**config.mk**
```make
export PLATFORM = sky130hd
export DESIGN_NAME = fetch_unit
export DESIGN_NICKNAME = d
export VERILOG_FILES = /design/src/rtl/fetch_unit.sv
export SDC_FILE = /design/constraint.sdc
export NUM_CORES = 1
export LEC_CHECK = 0
export BUFFER_PORTS_ARGS = -buffer_cell sky130_fd_sc_hd__buf_4
export CAP_MARGIN = 0
export CORE_MARGIN = 2
export CORE_UTILIZATION = 49
export CTS_BUF_LIST = sky130_fd_sc_hd__clkbuf_8
export DETAILED_ROUTE_END_ITERATION = 8
export GPL_TIMING_DRIVEN = 0
export PLACE_DENSITY = 0.81
export SLEW_MARGIN = 20
export SYNTH_ARGS = -nofsm -noshare
export SYNTH_HDL_FRONTEND = slang
export SYNTH_SLANG_ARGS = --single-unit
```
**constraint.sdc**
```tcl
create_clock -name clk -period 5.3 [get_ports clk]
set_clock_uncertainty 0.1 [all_clocks]
set_input_delay 1.06 -clock clk [delete_from_list [all_inputs] [get_ports clk]]
set_output_delay 1.06 -clock clk [all_outputs]
set_load 0.05 [all_outputs]
```
**src/rtl/fetch_unit.sv**
```systemverilog
// fetch_unit: two-state instruction fetch front end (FETCH / EXEC).
// Requests one instruction word at pc, holds it in instr until the datapath
// retires it, then computes the next pc from jr / jump / branch controls.
// Optional feature macro: FETCH_MISALIGN_TRAP_EN -- when defined, a misaligned
// next-pc halts the unit in a HALT state and raises a sticky misalign flag;
// when undefined, next-pc bits [1:0] are simply forced to zero.
module fetch_unit #(
    parameter logic [31:0] RESET_PC = 32'h0000_0000
) (
    input  logic        clk,
    input  logic        reset,
    input  logic        pcsrc,
    input  logic        jump,
    input  logic        jr,
    input  logic [31:0] signimm,
    input  logic [25:0] jtarget,
    input  logic [31:0] rsdata,
    input  logic        advance,
    output logic        imem_req,
    output logic [31:0] imem_addr,
    input  logic        imem_ack,
    input  logic [31:0] imem_rdata,
    output logic [31:0] instr,
    output logic        instr_valid,
    output logic [31:0] pc,
`ifdef FETCH_MISALIGN_TRAP_EN
    output logic        misalign,
`endif
    output logic [31:0] pcplus4
);

    localparam logic [1:0] S_FETCH = 2'd0;
    localparam logic [1:0] S_EXEC  = 2'd1;
`ifdef FETCH_MISALIGN_TRAP_EN
    localparam logic [1:0] S_HALT  = 2'd2;
`endif

    logic [1:0]  state;
    logic [31:0] branch_target;
    logic [31:0] jump_target;
    logic [31:0] next_pc_raw;
    logic [31:0] next_pc;
    logic        retire;
`ifdef FETCH_MISALIGN_TRAP_EN
    logic        misaligned;
`endif

    // Retirement only counts while an instruction is actually held in EXEC.
    assign retire = (state == S_EXEC) && advance;

    // Sequential and control-flow target arithmetic, all modulo 2^32.
    always_comb begin
        pcplus4       = pc + 32'd4;
        branch_target = pcplus4 + (signimm << 2);
        jump_target   = {pcplus4[31:28], jtarget, 2'b00};
    end

    // Next-pc selection: jr beats jump beats taken branch beats fall-through.
    always_comb begin
        next_pc_raw = pcplus4;
        if (jr) begin
            next_pc_raw = rsdata;
        end else if (jump) begin
            next_pc_raw = jump_target;
        end else if (pcsrc) begin
            next_pc_raw = branch_target;
        end
    end

`ifdef FETCH_MISALIGN_TRAP_EN
    // The offending address is kept intact so software can see where it went.
    always_comb begin
        misaligned = (next_pc_raw[1:0] != 2'b00);
        next_pc    = next_pc_raw;
    end
`else
    // Without the trap, the low address bits are silently dropped.
    always_comb begin
        next_pc = next_pc_raw & 32'hFFFF_FFFC;
    end
`endif

    // Control state: wait for the memory ack in FETCH, wait for retirement in EXEC.
    always_ff @(posedge clk or negedge reset) begin
        if (!reset) begin
            state <= S_FETCH;
        end else begin
            case (state)
                S_FETCH: begin
                    if (imem_ack) begin
                        state <= S_EXEC;
                    end
                end
                S_EXEC: begin
                    if (advance) begin
`ifdef FETCH_MISALIGN_TRAP_EN
                        state <= misaligned ? S_HALT : S_FETCH;
`else
                        state <= S_FETCH;
`endif
                    end
                end
`ifdef FETCH_MISALIGN_TRAP_EN
                S_HALT: begin
                    state <= S_HALT;
                end
`endif
                default: begin
                    state <= S_FETCH;
                end
            endcase
        end
    end

    // Program counter moves only when the held instruction retires.
    always_ff @(posedge clk or negedge reset) begin
        if (!reset) begin
            pc <= RESET_PC;
        end else if (retire) begin
            pc <= next_pc;
        end
    end

    // Instruction register captures the memory word on the accepting ack.
    always_ff @(posedge clk or negedge reset) begin
        if (!reset) begin
            instr <= 32'h0000_0000;
        end else if ((state == S_FETCH) && imem_ack) begin
            instr <= imem_rdata;
        end
    end

`ifdef FETCH_MISALIGN_TRAP_EN
    // Sticky misalignment flag; only a reset clears it.
    always_ff @(posedge clk or negedge reset) begin
        if (!reset) begin
            misalign <= 1'b0;
        end else if (retire && misaligned) begin
            misalign <= 1'b1;
        end
    end
`endif

    // The request is gated by reset so it drops the moment reset asserts and
    // rises in the first cycle after release, when state is already FETCH.
    always_comb begin
        imem_req    = reset && (state == S_FETCH);
        imem_addr   = pc;
        instr_valid = (state == S_EXEC);
    end

endmodule

```
# Word level (Yosys, flattened, before mapping)
# Index checks and enable logic that the tools add are counted.
# W data, S select, Z words.
[word_totals]
register_bits = 64
input_bits = 129
output_inout_bits = 130
wordCells = 19
[classes]
add_sub_neg = 2
eq_ne = 3
n_mux = 6
reduce_logical = 5
[ops]
columns = ["cell", "count"]
rows = [
  ["$mux W32", 3],
  ["$add A32 B3 Y32 const B", 1],
  ["$add A32 B32 Y32", 1],
  ["$mux W2", 2],
  ["$ne A2 B2 Y1 const B", 2],
  ["$pmux W2 S2", 1],
  ["$logic_and A1 B1 Y1", 3],
  ["$eq A2 B1 Y1 const B", 1],
  ["$logic_not A2 Y1", 1],
  ["$reduce_and A2 Y1", 1],
]

# Depth between registers and ports, before layout
# Gate-level depths: netlist of the first run.
[logic_depth]
ltp_word = 5
ltp_mapped = 17
ltp_nobuf = 16

# Least setup slack after synthesis of the first run
# OpenSTA, ideal clock, no wires.
[synth_path]
path_type = "flip-flop to flip-flop"
startpoint = "reg pc[4] (netlist: imem_addr[4])"
endpoint = "reg pc[22] (netlist: imem_addr[22])"
setup_time_ns = 0.126
arrival_ns = 4.774
path_slack_ns = 0.300
path_stages_with_launch = 14
path_buffers = 0
synth_period_minus_slack_ns = 5.000
cell_sequence = "dfrtp_1 nand3_1 nor3_1 nand2_1 xnor2_1 ha_1 a21o_1 a2111o_1 o2111a_1 or2_1 a41oi_1 xnor2_1 a21oi_1 a221o_1"
[synth_between]
elab_chain_len = 5
[synth_rtl]
columns = ["item", "line", "rtl"]
rows = [
  ["start, declared", "25", "output logic [31:0] pc,"],
  ["start signal, assigned", "120", "pc <= next_pc;"],
  ["$add A32 B3 Y32", "53", "pcplus4 = pc + 32'd4;"],
  ["net pcplus4[13]", "29", "output logic [31:0] pcplus4"],
  ["$add A32 B32 Y32", "54", "branch_target = pcplus4 + (signimm << 2);"],
  ["$mux W32", "65", "end else if (pcsrc) begin"],
  ["$mux W32", "63", "end else if (jump) begin"],
  ["$mux W32", "61", "if (jr) begin"],
]
# The timed path passes the listed nets, and every way through them passes these cells.
# A chain may end at the register's enable or synchronous reset.

# Worst setup path after layout of the first run
[layout_path]
startpoint = "reg pc[2] (netlist: imem_addr[2])"
endpoint = "reg pc[30] (netlist: imem_addr[30])"
[layout_between]
elab_chain_len = 5
[layout_rtl]
columns = ["item", "line"]
rows = [
  ["$add A32 B3 Y32 (*)", "53"],
  ["$add A32 B32 Y32", "54"],
  ["$mux W32", "65"],
  ["$mux W32 (*)", "63"],
  ["$mux W32 (*)", "61"],
]
# Mark *: on every way between the ends. The rest lies on a longest branch, timed or not.

==> key figures, run 1 <==
Worst setup path
  – Startpoint type of the worst setup path: register
  – Path length in cells of the critical path: 15
  – Bufs and invs on worst path: 1
  – Setup CP Type: reg2reg
  – Standard cell with the maximum stage delay on the critical path: sky130_fd_sc_hd__dfrtp_1
  – Worst-path fanout max: 7
  – Internal reg-to-reg setup slack: just over 0.6 ns
  – Required time at the endpoint of the critical path: between 5 and 6 ns
  – Number of cell instances on the worst register-to-register path: 15
  – Max stage delay on crit path: 0.50 ns
  – First element of the critical path: imem_addr[2]
  – Crit path arrival time: 4.78 ns
  – Endpoint of the most critical register-to-register path: imem_addr[30]
  – Endpoint of the most critical setup path: imem_addr[30]
  – Critical R2R Launch: imem_addr[2]
  – Largest delay contributor family on the critical path: compound AO/OA/AOI/OAI gates
  – Cell breakdown of the critical path: ha_1, and4_1, clkbuf_1, nand2_1, xnor2_1, ha_1, a21oi_2, o21ai_1, a2111o_1, o2111a_1, o211ai_1, a31oi_1, o41ai_1, xor2_1, a31oi_1
  – Capturing element type of the critical path: register

Place
  – Gpl congestion: 0.985
  – Placed wire-length estimate after detailed placement: 16100 microns
  – Number of buffers added on ports: around 250
  – Area of placed instances: 0.00746 sq mm
  – Number of instances in the placed design: 1015
  – Post-Place Setup Slack: slightly below 0.8 ns

Drt
  – Detailed-route DRC error count: 0
  – Initial DRT Pass Iterations: 5
  – Number of DRC markers after the initial detailed-route iteration: 527
  – Drt total wl: 20300 microns
  – WL met3: ~2100 microns
  – Post-DR wirelength/cell: 19.6 microns
  – Total number of vias: approximately 6000
  – WL met2: 9750 microns
  – Via-to-Cell Ratio: 5.86
  – Uppermost layer routed: met4
  – Met1 layer wirelength in the final routing: 7530 microns
  – Antenna-violating nets left: 0

Timing
  – Count of final setup violators: 0
  – Min Tclk post-route: 4.69 ns
  – Final Hold Fails: 0
  – Transition time at the pin with the least slew margin: 0.845 ns
  – Slew HR: 43.6%
  – Max frequency: between 200 and 250 MHz
  – Worst setup margin: 0.614 ns
  – Fin. max-slew vios: 0
  – Unrepaired setup endpoints after global routing: no
  – Final Cycle Share: 88.4%
  – Worst Hold Margin: 0.412 ns
  – Accumulated negative setup slack: 0 ns

Logic synthesis
  – Count of yosys warnings during synthesis: 0
  – Number of enable-type register cells in the synthesized netlist: 0
  – Part of the Yosys area used for sequential elements: 29.2%
  – Post-Synth XOR/XNOR Area: 8.91%
  – Post-synthesis compound-gate area fraction: a little over a fifth
  – Top_reg_cell synth: sky130_fd_sc_hd__dfrtp_1
  – Avg Cell Area, Syn: 8.68 sq um
  – Seq cells post-synth: 63
  – Cells after synthesis: 623
  – Multiplexer area fraction after synthesis: 7.96%
  – Fraction of registers with async set or reset after synthesis: 100%
  – Largest family of logic cells by synthesized area: compound AO/OA/AOI/OAI gates
  – Post-synthesis instance area: 0.00541 sq mm
  – Fraction of the mapped netlist area in simple logic gates: between 10% and 20%
  – Distinct cell type count of the synthesized netlist: 58
  – Post-synthesis share of cell area spent on full adders, half adders and majority gates: 8.70%

Finish
  – Utilization after layout: 71.2%
  – Fraction of layout cells with a size suffix above 1: between 30% and 40%
  – Area growth from synthesis to layout: 42.2%
  – Filler cells: 892
  – Non-filler instance count after layout: 1032
  – Register Area: 0.00158 sq mm
  – Post-Layout Inst Area: 0.00769 sq mm
  – Number of nets in the layout: 1052
  – Multi-input gate area in the final layout: 0.00344 sq mm

Job
  – Count of maximum capacitance violations: 0

CTS
  – Number of buffers on the longest clock path: 2
  – Clock tree root driver cell: sky130_fd_sc_hd__clkbuf_8
  – CTS Sinks: 63
  – Skew-Pair Late Insertion Delay: 0.34 ns
  – Register clock-pin slew on the reported worst setup and hold paths: 0.08 ns
  – Number of buffers created by CTS: 9
  – Post-CTS Setup Bufs: 0
  – Hold Buf Count CTS: 0
  – Count of instances resized after the clock tree is built: 0
  – CTS tree: built
  – H-Tree Depth: 3

GRT
  – Via count of the first global-routing pass: 5766
  – Overflow left after global routing: 0
  – Initial antenna violation count: 1
  – Wire length of the first global-routing pass: 29800 microns
  – GRT Resource Usage Total: 33.0%
  – Pin count of the biggest net entering global routing: 65

Floorplan
  – Core footprint: 0.0108 sq mm
  – # IOs: 259
  – Number of cell rows: 38
  – Overall die width: 109 microns
  – Starting density of the core: 50.1%
  – Die ar.: 0.0119 sq mm
  – Die Ht: between 100 and 150 microns

Power
  – Leakage component of the power: 3.69 nW
  – VDD IR max: 0.000278 V
  – Power per standard cell area: roughly 500 mW/mm^2
  – Total power consumption of the routed design: around 3.9 mW

Min path
  – Kind of path behind the tightest hold check: reg2reg

Run status
  – Outcome: finished, final reports clean
[Yosys cell counts, types with 8 or more instances]
cell,instances,area [sq um]
sky130_fd_sc_hd__dfrtp_1,63,1580
sky130_fd_sc_hd__a21oi_1,58,290
sky130_fd_sc_hd__nand2_1,47,176
sky130_fd_sc_hd__nor2_1,46,173
sky130_fd_sc_hd__xnor2_1,37,324
sky130_fd_sc_hd__buf_4,36,270
sky130_fd_sc_hd__ha_1,36,450
sky130_fd_sc_hd__mux2_2,32,360
sky130_fd_sc_hd__o21ai_0,26,130
sky130_fd_sc_hd__clkbuf_1,23,86.3
sky130_fd_sc_hd__nand3_1,22,110
sky130_fd_sc_hd__xor2_1,18,158
sky130_fd_sc_hd__and3_1,14,87.6
sky130_fd_sc_hd__a21o_1,13,97.6
sky130_fd_sc_hd__a211oi_1,12,90.1
sky130_fd_sc_hd__inv_1,10,37.5
sky130_fd_sc_hd__o21bai_1,10,75.1
sky130_fd_sc_hd__o211ai_1,9,67.6
sky130_fd_sc_hd__and2_1,8,50.1
sky130_fd_sc_hd__and4_1,8,70.1
sky130_fd_sc_hd__nand4_1,8,50.1
sky130_fd_sc_hd__o21ai_1,8,40.0
[sequential cells by signal, indices dropped and copies added, names as in the netlist]
| signal | count |
|---|---|
| state | 1 |
| imem_addr | 30 |
| instr | 32 |
[cells in the final DEF (no fill, tap or decap), drive strengths merged, types with 18 or more instances in the layout]
| cell type | count |
|---|---|
| mux2 | 32 |
| xor2 | 18 |
| nand2 | 47 |
| buf | 286 |
| o21ai | 36 |
| clkbuf | 32 |
| a21oi | 59 |
| xnor2 | 37 |
| ha | 36 |
| nand3 | 22 |
| dfrtp | 63 |
| nor2 | 46 |
[worst register-to-register path, cell delays in order, from the launching register on]
cell and delay (ns):
sky130_fd_sc_hd__dfrtp_1 0.50, sky130_fd_sc_hd__ha_1 0.30, sky130_fd_sc_hd__and4_1 0.22, sky130_fd_sc_hd__clkbuf_1 0.42, sky130_fd_sc_hd__nand2_1 0.13, sky130_fd_sc_hd__xnor2_1 0.31, sky130_fd_sc_hd__ha_1 0.36, sky130_fd_sc_hd__a21oi_2 0.18
sky130_fd_sc_hd__o21ai_1 0.12, sky130_fd_sc_hd__a2111o_1 0.41, sky130_fd_sc_hd__o2111a_1 0.29, sky130_fd_sc_hd__o211ai_1 0.27, sky130_fd_sc_hd__a31oi_1 0.16, sky130_fd_sc_hd__o41ai_1 0.40, sky130_fd_sc_hd__xor2_1 0.26, sky130_fd_sc_hd__a31oi_1 0.12
[worst min-delay path by stage]
stage,from,to,slack (ns),depth (start not counted)
after floorplan,reset,imem_addr[10],0.66,0
after global placement,instr[12],instr[12],0.39,1
after global routing,instr[8],instr[8],0.42,1
final,instr[13],instr[13],0.41,1
after detailed placement,instr[13],instr[13],0.40,1
after CTS,instr[8],instr[8],0.41,1
[report_power, final]
part           leakage [nW]  total (mW)  switching (mW)  internal (mW)
sequential            0.747       0.773           0.168          0.604
clock                 0.111       0.492           0.221          0.271
combinational          2.84        2.60            1.69          0.912
[cell families after synthesis]
family	count (synthesis)
AO/OA/AOI/OAI	178
XOR/XNOR	55
adder cells (fa/ha/maj)	37
buffers and inverters	74
flip-flops	63
multiplexers	39
other	1
AND/OR/NAND/NOR	176
[cell type report]
cell class | instances | share of cell area, %
buffer | 62 | 4.78
timing repair buffer | 247 | 24.1
inverter | 12 | 0.586
clock buffer | 9 | 1.61
tap | 140 | 2.28
sequential | 63 | 20.5
clock inverter | 7 | 1.33
multi-input combinational | 491 | 44.8
antenna | 1 | 0.0325
[routing by layer]
layer | track usage, % | vias to the layer above
li1 | - | 2764
met1 | 39.1 | 2838
met2 | 57.1 | 376
met3 | 6.22 | 71
met4 | 16.6 | 0
met5 | 0 | -
Power figures use the tool's default switching activity.
==> inputs of run 2 (changes only) <==
--- a/config.mk
+++ b/config.mk
@@ -12,7 +12,7 @@
 export CTS_BUF_LIST = sky130_fd_sc_hd__clkbuf_8
 export DETAILED_ROUTE_END_ITERATION = 8
 export GPL_TIMING_DRIVEN = 0
-export PLACE_DENSITY = 0.81
+export PLACE_DENSITY = 0.93
 export SLEW_MARGIN = 20
 export SYNTH_ARGS = -nofsm -noshare
 export SYNTH_HDL_FRONTEND = slang
==> key figures, run 2 (synthesized netlist as in run 1, its figures left out) <==
CTS
  – Register clock-pin slew on the reported worst setup and hold paths: 0.08 ns
  – Post-CTS Setup Bufs: 0
  – Number of buffers on the longest clock path: 2
  – H-Tree Depth: 3
  – CTS Sinks: 63
  – Number of buffers created by CTS: 9
  – Clock tree root driver cell: sky130_fd_sc_hd__clkbuf_8
  – Skew-Pair Late Insertion Delay: 0.34 ns
  – CTS tree: built
  – Hold Buf Count CTS: 0
  – Count of instances resized after the clock tree is built: 0

Floorplan
  – Core footprint: about 0.011 sq mm
  – Die Ht: 109 microns
  – Number of cell rows: 38
  – Overall die width: 109 microns
  – Starting density of the core: between 50% and 60%
  – Die ar.: 0.0119 sq mm
  – # IOs: 259

Place
  – Number of instances in the placed design: 1015
  – Gpl congestion: 0.992
  – Number of buffers added on ports: approximately 250
  – Placed wire-length estimate after detailed placement: 15600 microns

Timing
  – Min Tclk post-route: 4.72 ns
  – Accumulated negative setup slack: 0 ns
  – Transition time at the pin with the least slew margin: 0.833 ns
  – Final Cycle Share: 89.1%
  – Final Hold Fails: 0
  – Max frequency: 212 MHz
  – Worst Hold Margin: approximately 0.4 ns
  – Fin. max-slew vios: 0
  – Unrepaired setup endpoints after global routing: no
  – Slew HR: 44.4%
  – Count of final setup violators: 0

Finish
  – Non-filler instance count after layout: 1032
  – Commonest cells after routing, fill and taps aside: sky130_fd_sc_hd__buf_4, sky130_fd_sc_hd__dfrtp_1, sky130_fd_sc_hd__a21oi_1
  – Number of nets in the layout: 1052
  – Most common library cell in the layout ignoring fill and taps: sky130_fd_sc_hd__buf_4
  – Area growth from synthesis to layout: 41.7%
  – Most flop-heavy register: instr
  – Fraction of layout cells with a size suffix above 1: 38.5%
  – Filler cells: 868
  – Flip-flop count of the largest register, all copies and words added: 32

Drt
  – Detailed-route DRC error count: 0
  – Antenna-violating nets left: 0
  – Post-DR wirelength/cell: 19.2 microns
  – Drt total wl: 19900 microns
  – Via-to-Cell Ratio: 5.83
  – Number of DRC markers after the initial detailed-route iteration: 506
  – Initial DRT Pass Iterations: 5
  – Total number of vias: 6021

GRT
  – Initial antenna violation count: 0
  – Wire length of the first global-routing pass: 30300 microns
  – GRT Resource Usage Total: 33.2%
  – Via count of the first global-routing pass: 5734
  – Overflow left after global routing: 0
  – Pin count of the biggest net entering global routing: 65

Worst setup path
  – Endpoint of the most critical register-to-register path: imem_addr[31]
  – Internal reg-to-reg setup slack: 0.58 ns
  – Number of cell instances on the worst register-to-register path: 15
  – Max stage delay on crit path: about 0.53 ns
  – Startpoint type of the worst setup path: register
  – Worst-path fanout max: 7
  – Required time at the endpoint of the critical path: 5.40 ns
  – Standard cell with the maximum stage delay on the critical path: sky130_fd_sc_hd__dfrtp_1
  – Capturing element type of the critical path: register
  – Crit path arrival time: 4.82 ns
  – Cell breakdown of the critical path: ha_1, and4_1, clkbuf_1, nand2_1, xnor2_1, ha_1, a21oi_2, o21ai_1, or4_4, o21ai_4, o21ai_2, o41ai_2, mux2i_1, xnor2_1, o221ai_1
  – Setup CP Type: reg2reg
  – Critical R2R Launch: imem_addr[2]

Min path
  – Hold path depth: 1
  – Kind of path behind the tightest hold check: reg2reg
  – Hold Crit Start: instr[17]
  – Worst hold path endpoint: instr[17]

Power
  – VDD IR max: roughly 0.00029 V
  – Leakage component of the power: ~3.7 nW
  – Power per standard cell area: 494 mW/mm^2

Job
  – Count of maximum capacitance violations: 0

Run status
  – Outcome: finished, final reports clean
## run 2: stage by stage
step	total power [mW]	util [%]	area, sq um	worst slack, ns
6_report	3.78	71.0	7660	0.579
2_1_floorplan	2.58	-	5430	0.300
5_1_grt	3.98	71.0	7660	0.304
3_5_place_dp	3.33	69.1	7460	0.772
4_1_cts	3.76	71.0	7660	0.711
3_3_place_gp	3.28	69.1	7460	0.573
## run 2: layout make-up
| cell class | count | area (sq um) | area share (%) |
|---|---|---|---|
| Clock inverter | 7 | 73.8 | 0.964 |
| Antenna cell | 1 | 2.50 | 0.0327 |
| Tap cell | 140 | 175 | 2.29 |
| Clock buffer | 9 | 124 | 1.62 |
| Buffer | 62 | 368 | 4.80 |
| Sequential cell | 63 | 1580 | 20.6 |
| Multi-Input combinational cell | 491 | 3440 | 44.9 |
| Inverter | 12 | 45.0 | 0.588 |
| Timing Repair Buffer | 247 | 1850 | 24.2 |
## run 2: worst max path at each step
stage / startpoint / endpoint / slack, ns / depth (start not counted)
2_1_floorplan: imem_addr[4] / imem_addr[22] / 0.30 / 13
3_3_place_gp: imem_addr[4] / imem_addr[30] / 0.57 / 13
3_5_place_dp: imem_addr[2] / imem_addr[31] / 0.77 / 15
4_1_cts: imem_addr[2] / imem_addr[31] / 0.71 / 15
5_1_grt: imem_addr[2] / imem_addr[31] / 0.30 / 14
6_report: imem_addr[2] / imem_addr[31] / 0.58 / 15
## run 2: critical path, delay by kind of cell (launching register included)
kind	cells	cell delay, ns
buffers and inverters	1	0.41
multiplexers	1	0.30
AO/OA/AOI/OAI	6	1.30
flip-flops	1	0.53
XOR/XNOR	2	0.44
AND/OR/NAND/NOR	3	0.85
adder cells (fa/ha/maj)	2	0.66
## run 2: power by group
part / internal (mW) / switching (mW) / total (mW)
Sequential: 0.604 / 0.164 / 0.769
Combinational: 0.910 / 1.68 / 2.59
Clock: 0.218 / 0.210 / 0.428
## run 2: routing by layer
| layer | vias up | global-route usage [%] | part of all wire (%) |
|---|---|---|---|
| li1 | 2770 | - | - |
| met1 | 2820 | 39.5 | 36 |
| met2 | 370 | 56.6 | 49 |
| met3 | 61 | 6.99 | 10 |
| met4 | 0 | 16.3 | 4.2 |
| met5 | - | 0 | 0 |
==> inputs of run 3 (changes only) <==
--- a/config.mk
+++ b/config.mk
@@ -7,12 +7,14 @@
 export LEC_CHECK = 0
 export BUFFER_PORTS_ARGS = -buffer_cell sky130_fd_sc_hd__buf_4
 export CAP_MARGIN = 0
+export CELL_PAD_IN_SITES_DETAIL_PLACEMENT = 1
+export CELL_PAD_IN_SITES_GLOBAL_PLACEMENT = 1
 export CORE_MARGIN = 2
-export CORE_UTILIZATION = 49
+export CORE_UTILIZATION = 34
 export CTS_BUF_LIST = sky130_fd_sc_hd__clkbuf_8
 export DETAILED_ROUTE_END_ITERATION = 8
 export GPL_TIMING_DRIVEN = 0
-export PLACE_DENSITY = 0.93
+export PLACE_DENSITY = 0.91
 export SLEW_MARGIN = 20
 export SYNTH_ARGS = -nofsm -noshare
 export SYNTH_HDL_FRONTEND = slang
==> key figures, run 3 (synthesized netlist as in run 1, its figures left out) <==
Run status
  – Outcome: finished, final reports clean

Finish
  – Post-Layout Inst Area: between 0.007 and 0.008 sq mm
  – Most common library cell in the layout ignoring fill and taps: sky130_fd_sc_hd__buf_4
  – Flip-flop count of the largest register, all copies and words added: 32
  – Most flop-heavy register: instr
  – Filler cells: 1944
  – Commonest cells after routing, fill and taps aside: sky130_fd_sc_hd__buf_4, sky130_fd_sc_hd__dfrtp_1, sky130_fd_sc_hd__a21oi_1
  – Number of nets in the layout: 1052
  – Area growth from synthesis to layout: 43.9%
  – Utilization after layout: 49.5%
  – Fraction of layout cells with a size suffix above 1: 38.5%
  – Non-filler instance count after layout: about 1100
  – Antenna diode instance count: 0

GRT
  – Wire length of the first global-routing pass: around 34000 microns
  – Pin count of the biggest net entering global routing: 65
  – Via count of the first global-routing pass: 6126
  – Initial antenna violation count: 0
  – Overflow left after global routing: 0
  – GRT Resource Usage Total: between 20% and 30%

CTS
  – Register clock-pin slew on the reported worst setup and hold paths: about 0.09 ns
  – CTS tree: built
  – Clock tree root driver cell: sky130_fd_sc_hd__clkbuf_8
  – Count of instances resized after the clock tree is built: 0
  – Number of buffers created by CTS: 9
  – Skew-Pair Late Insertion Delay: roughly 0.34 ns
  – H-Tree Depth: 3
  – Hold Buf Count CTS: 0
  – CTS Sinks: 63
  – Number of buffers on the longest clock path: 2
  – Post-CTS Setup Bufs: 0

Power
  – Proportion of power drawn by flip-flops and latches: a little under 20%
  – Switching power: 2.10 mW
  – Switching Share: between 50 and 60%
  – VDD IR max: 0.000228 V
  – Clock network fraction of total power: 12.8%
  – Leakage component of the power: 3.69 nW
  – Part of the total power dissipated in combinational logic: 67.3%
  – Power per standard cell area: between 400 and 500 mW/mm^2
  – Total power consumption of the routed design: 3.88 mW
  – Internal power of the cells: 1.79 mW

Worst setup path
  – Worst-path fanout max: 7
  – Crit path arrival time: 4.99 ns
  – Startpoint type of the worst setup path: register
  – Capturing element type of the critical path: register
  – Required time at the endpoint of the critical path: about 5.4 ns
  – Setup CP Type: reg2reg
  – Cell breakdown of the critical path: ha_1, and4_1, clkbuf_1, nand2_1, xnor2_1, ha_1, a21oi_2, o21ai_1, a2111o_1, o2111a_1, o211ai_1, a31oi_1, o41ai_1, xor2_1, a31oi_1
  – Max stage delay on crit path: 0.51 ns
  – Standard cell with the maximum stage delay on the critical path: sky130_fd_sc_hd__dfrtp_1

Timing
  – Worst setup margin: 0.400 ns
  – Transition time at the pin with the least slew margin: ~0.91 ns
  – Min Tclk post-route: 4.90 ns
  – Slew HR: about two fifths
  – Final Cycle Share: 92.4%
  – Count of final setup violators: 0
  – Worst Hold Margin: 0.414 ns
  – Max frequency: 204 MHz
  – Final Hold Fails: 0
  – Fin. max-slew vios: 0
  – Accumulated negative setup slack: 0 ns
  – Unrepaired setup endpoints after global routing: no

Drt
  – Number of DRC markers after the initial detailed-route iteration: roughly 280
  – Via-to-Cell Ratio: 5.40
  – Detailed-route DRC error count: 0
  – Drt total wl: 23100 microns
  – Post-DR wirelength/cell: 20.8 microns
  – Initial DRT Pass Iterations: 5
  – Antenna-violating nets left: 0
  – Total number of vias: 5974

Floorplan
  – Die Ht: 130 microns
  – Overall die width: ~130 microns
  – Die ar.: about 0.017 sq mm
  – Starting density of the core: 34.4%
  – # IOs: 259
  – Core footprint: 0.0157 sq mm
  – Number of cell rows: 46

Place
  – Placed wire-length estimate after detailed placement: 18600 microns
  – Number of buffers added on ports: 247
  – Number of instances in the placed design: 1091
  – Area of placed instances: 0.00756 sq mm
  – Gpl congestion: 0.906
  – Post-Place Setup Slack: 0.549 ns

Min path
  – Kind of path behind the tightest hold check: reg2reg

Job
  – Count of maximum capacitance violations: 0
run 3: cell count changes in the layout (fill, tap and decap cells not counted):
cell / delta
sky130_fd_sc_hd__inv_6: +3
sky130_fd_sc_hd__clkinv_2: -2
sky130_fd_sc_hd__clkinv_4: -2
sky130_fd_sc_hd__bufinv_16: +1
sky130_fd_sc_hd__diode_2: -1
run 3: path summary, 6_finish.rpt:
check / start / to / slack, ns / cells after the start
worst max-delay path: imem_addr[2] / imem_addr[30] / 0.40 / 15
worst min-delay path: instr[22] / instr[22] / 0.41 / 1
worst max register to register: imem_addr[2] / imem_addr[30] / 0.40 / 15
worst min register to register: instr[22] / instr[22] / 0.41 / 1
max in group asynchronous: reset / instr[22] / 3.77 / 1
min in group asynchronous: reset / imem_addr[16] / 0.73 / 1
run 3: cell type report:
| cell class | instances | area (sq um) | area share, % |
|---|---|---|---|
| timing repair buffer | 247 | 1850 | 23.8 |
| clock buffer | 9 | 124 | 1.59 |
| inverter | 12 | 45.0 | 0.579 |
| sequential | 63 | 1580 | 20.3 |
| buffer | 62 | 368 | 4.73 |
| clock inverter | 7 | 103 | 1.32 |
| multi-input combinational | 491 | 3440 | 44.2 |
| tap | 216 | 270 | 3.47 |
run 3: worst max-delay path: cells and delay by family, from the launching register on:
kind	cells	cell delay [ns]
AOI/OAI and AO/OA	8	2.09
xor gates and xnor gates	2	0.54
adders and majority gates	2	0.69
buffers and inverters	1	0.46
DFF	1	0.51
and+or+nand+nor	2	0.37
run 3: power by group through the flow:
stage,Combinational [mW],Sequential (mW),Clock [mW]
after global placement,2.55,0.767,0
final,2.61,0.773,0.496
after detailed placement,2.60,0.782,0
after global routing,2.77,0.793,0.525
after CTS,2.61,0.773,0.508
after floorplan,1.41,1.18,0
run 3: layer usage:
| layer | vias to the layer above | track usage (%) | share of wire, % |
|---|---|---|---|
| met5 | - | 0 | 0 |
| met4 | 0 | 8.54 | 2.5 |
| met3 | 39 | 4.51 | 7.0 |
| met2 | 253 | 46.5 | 49 |
| met1 | 2928 | 32.4 | 41 |
| li1 | 2754 | - | - |
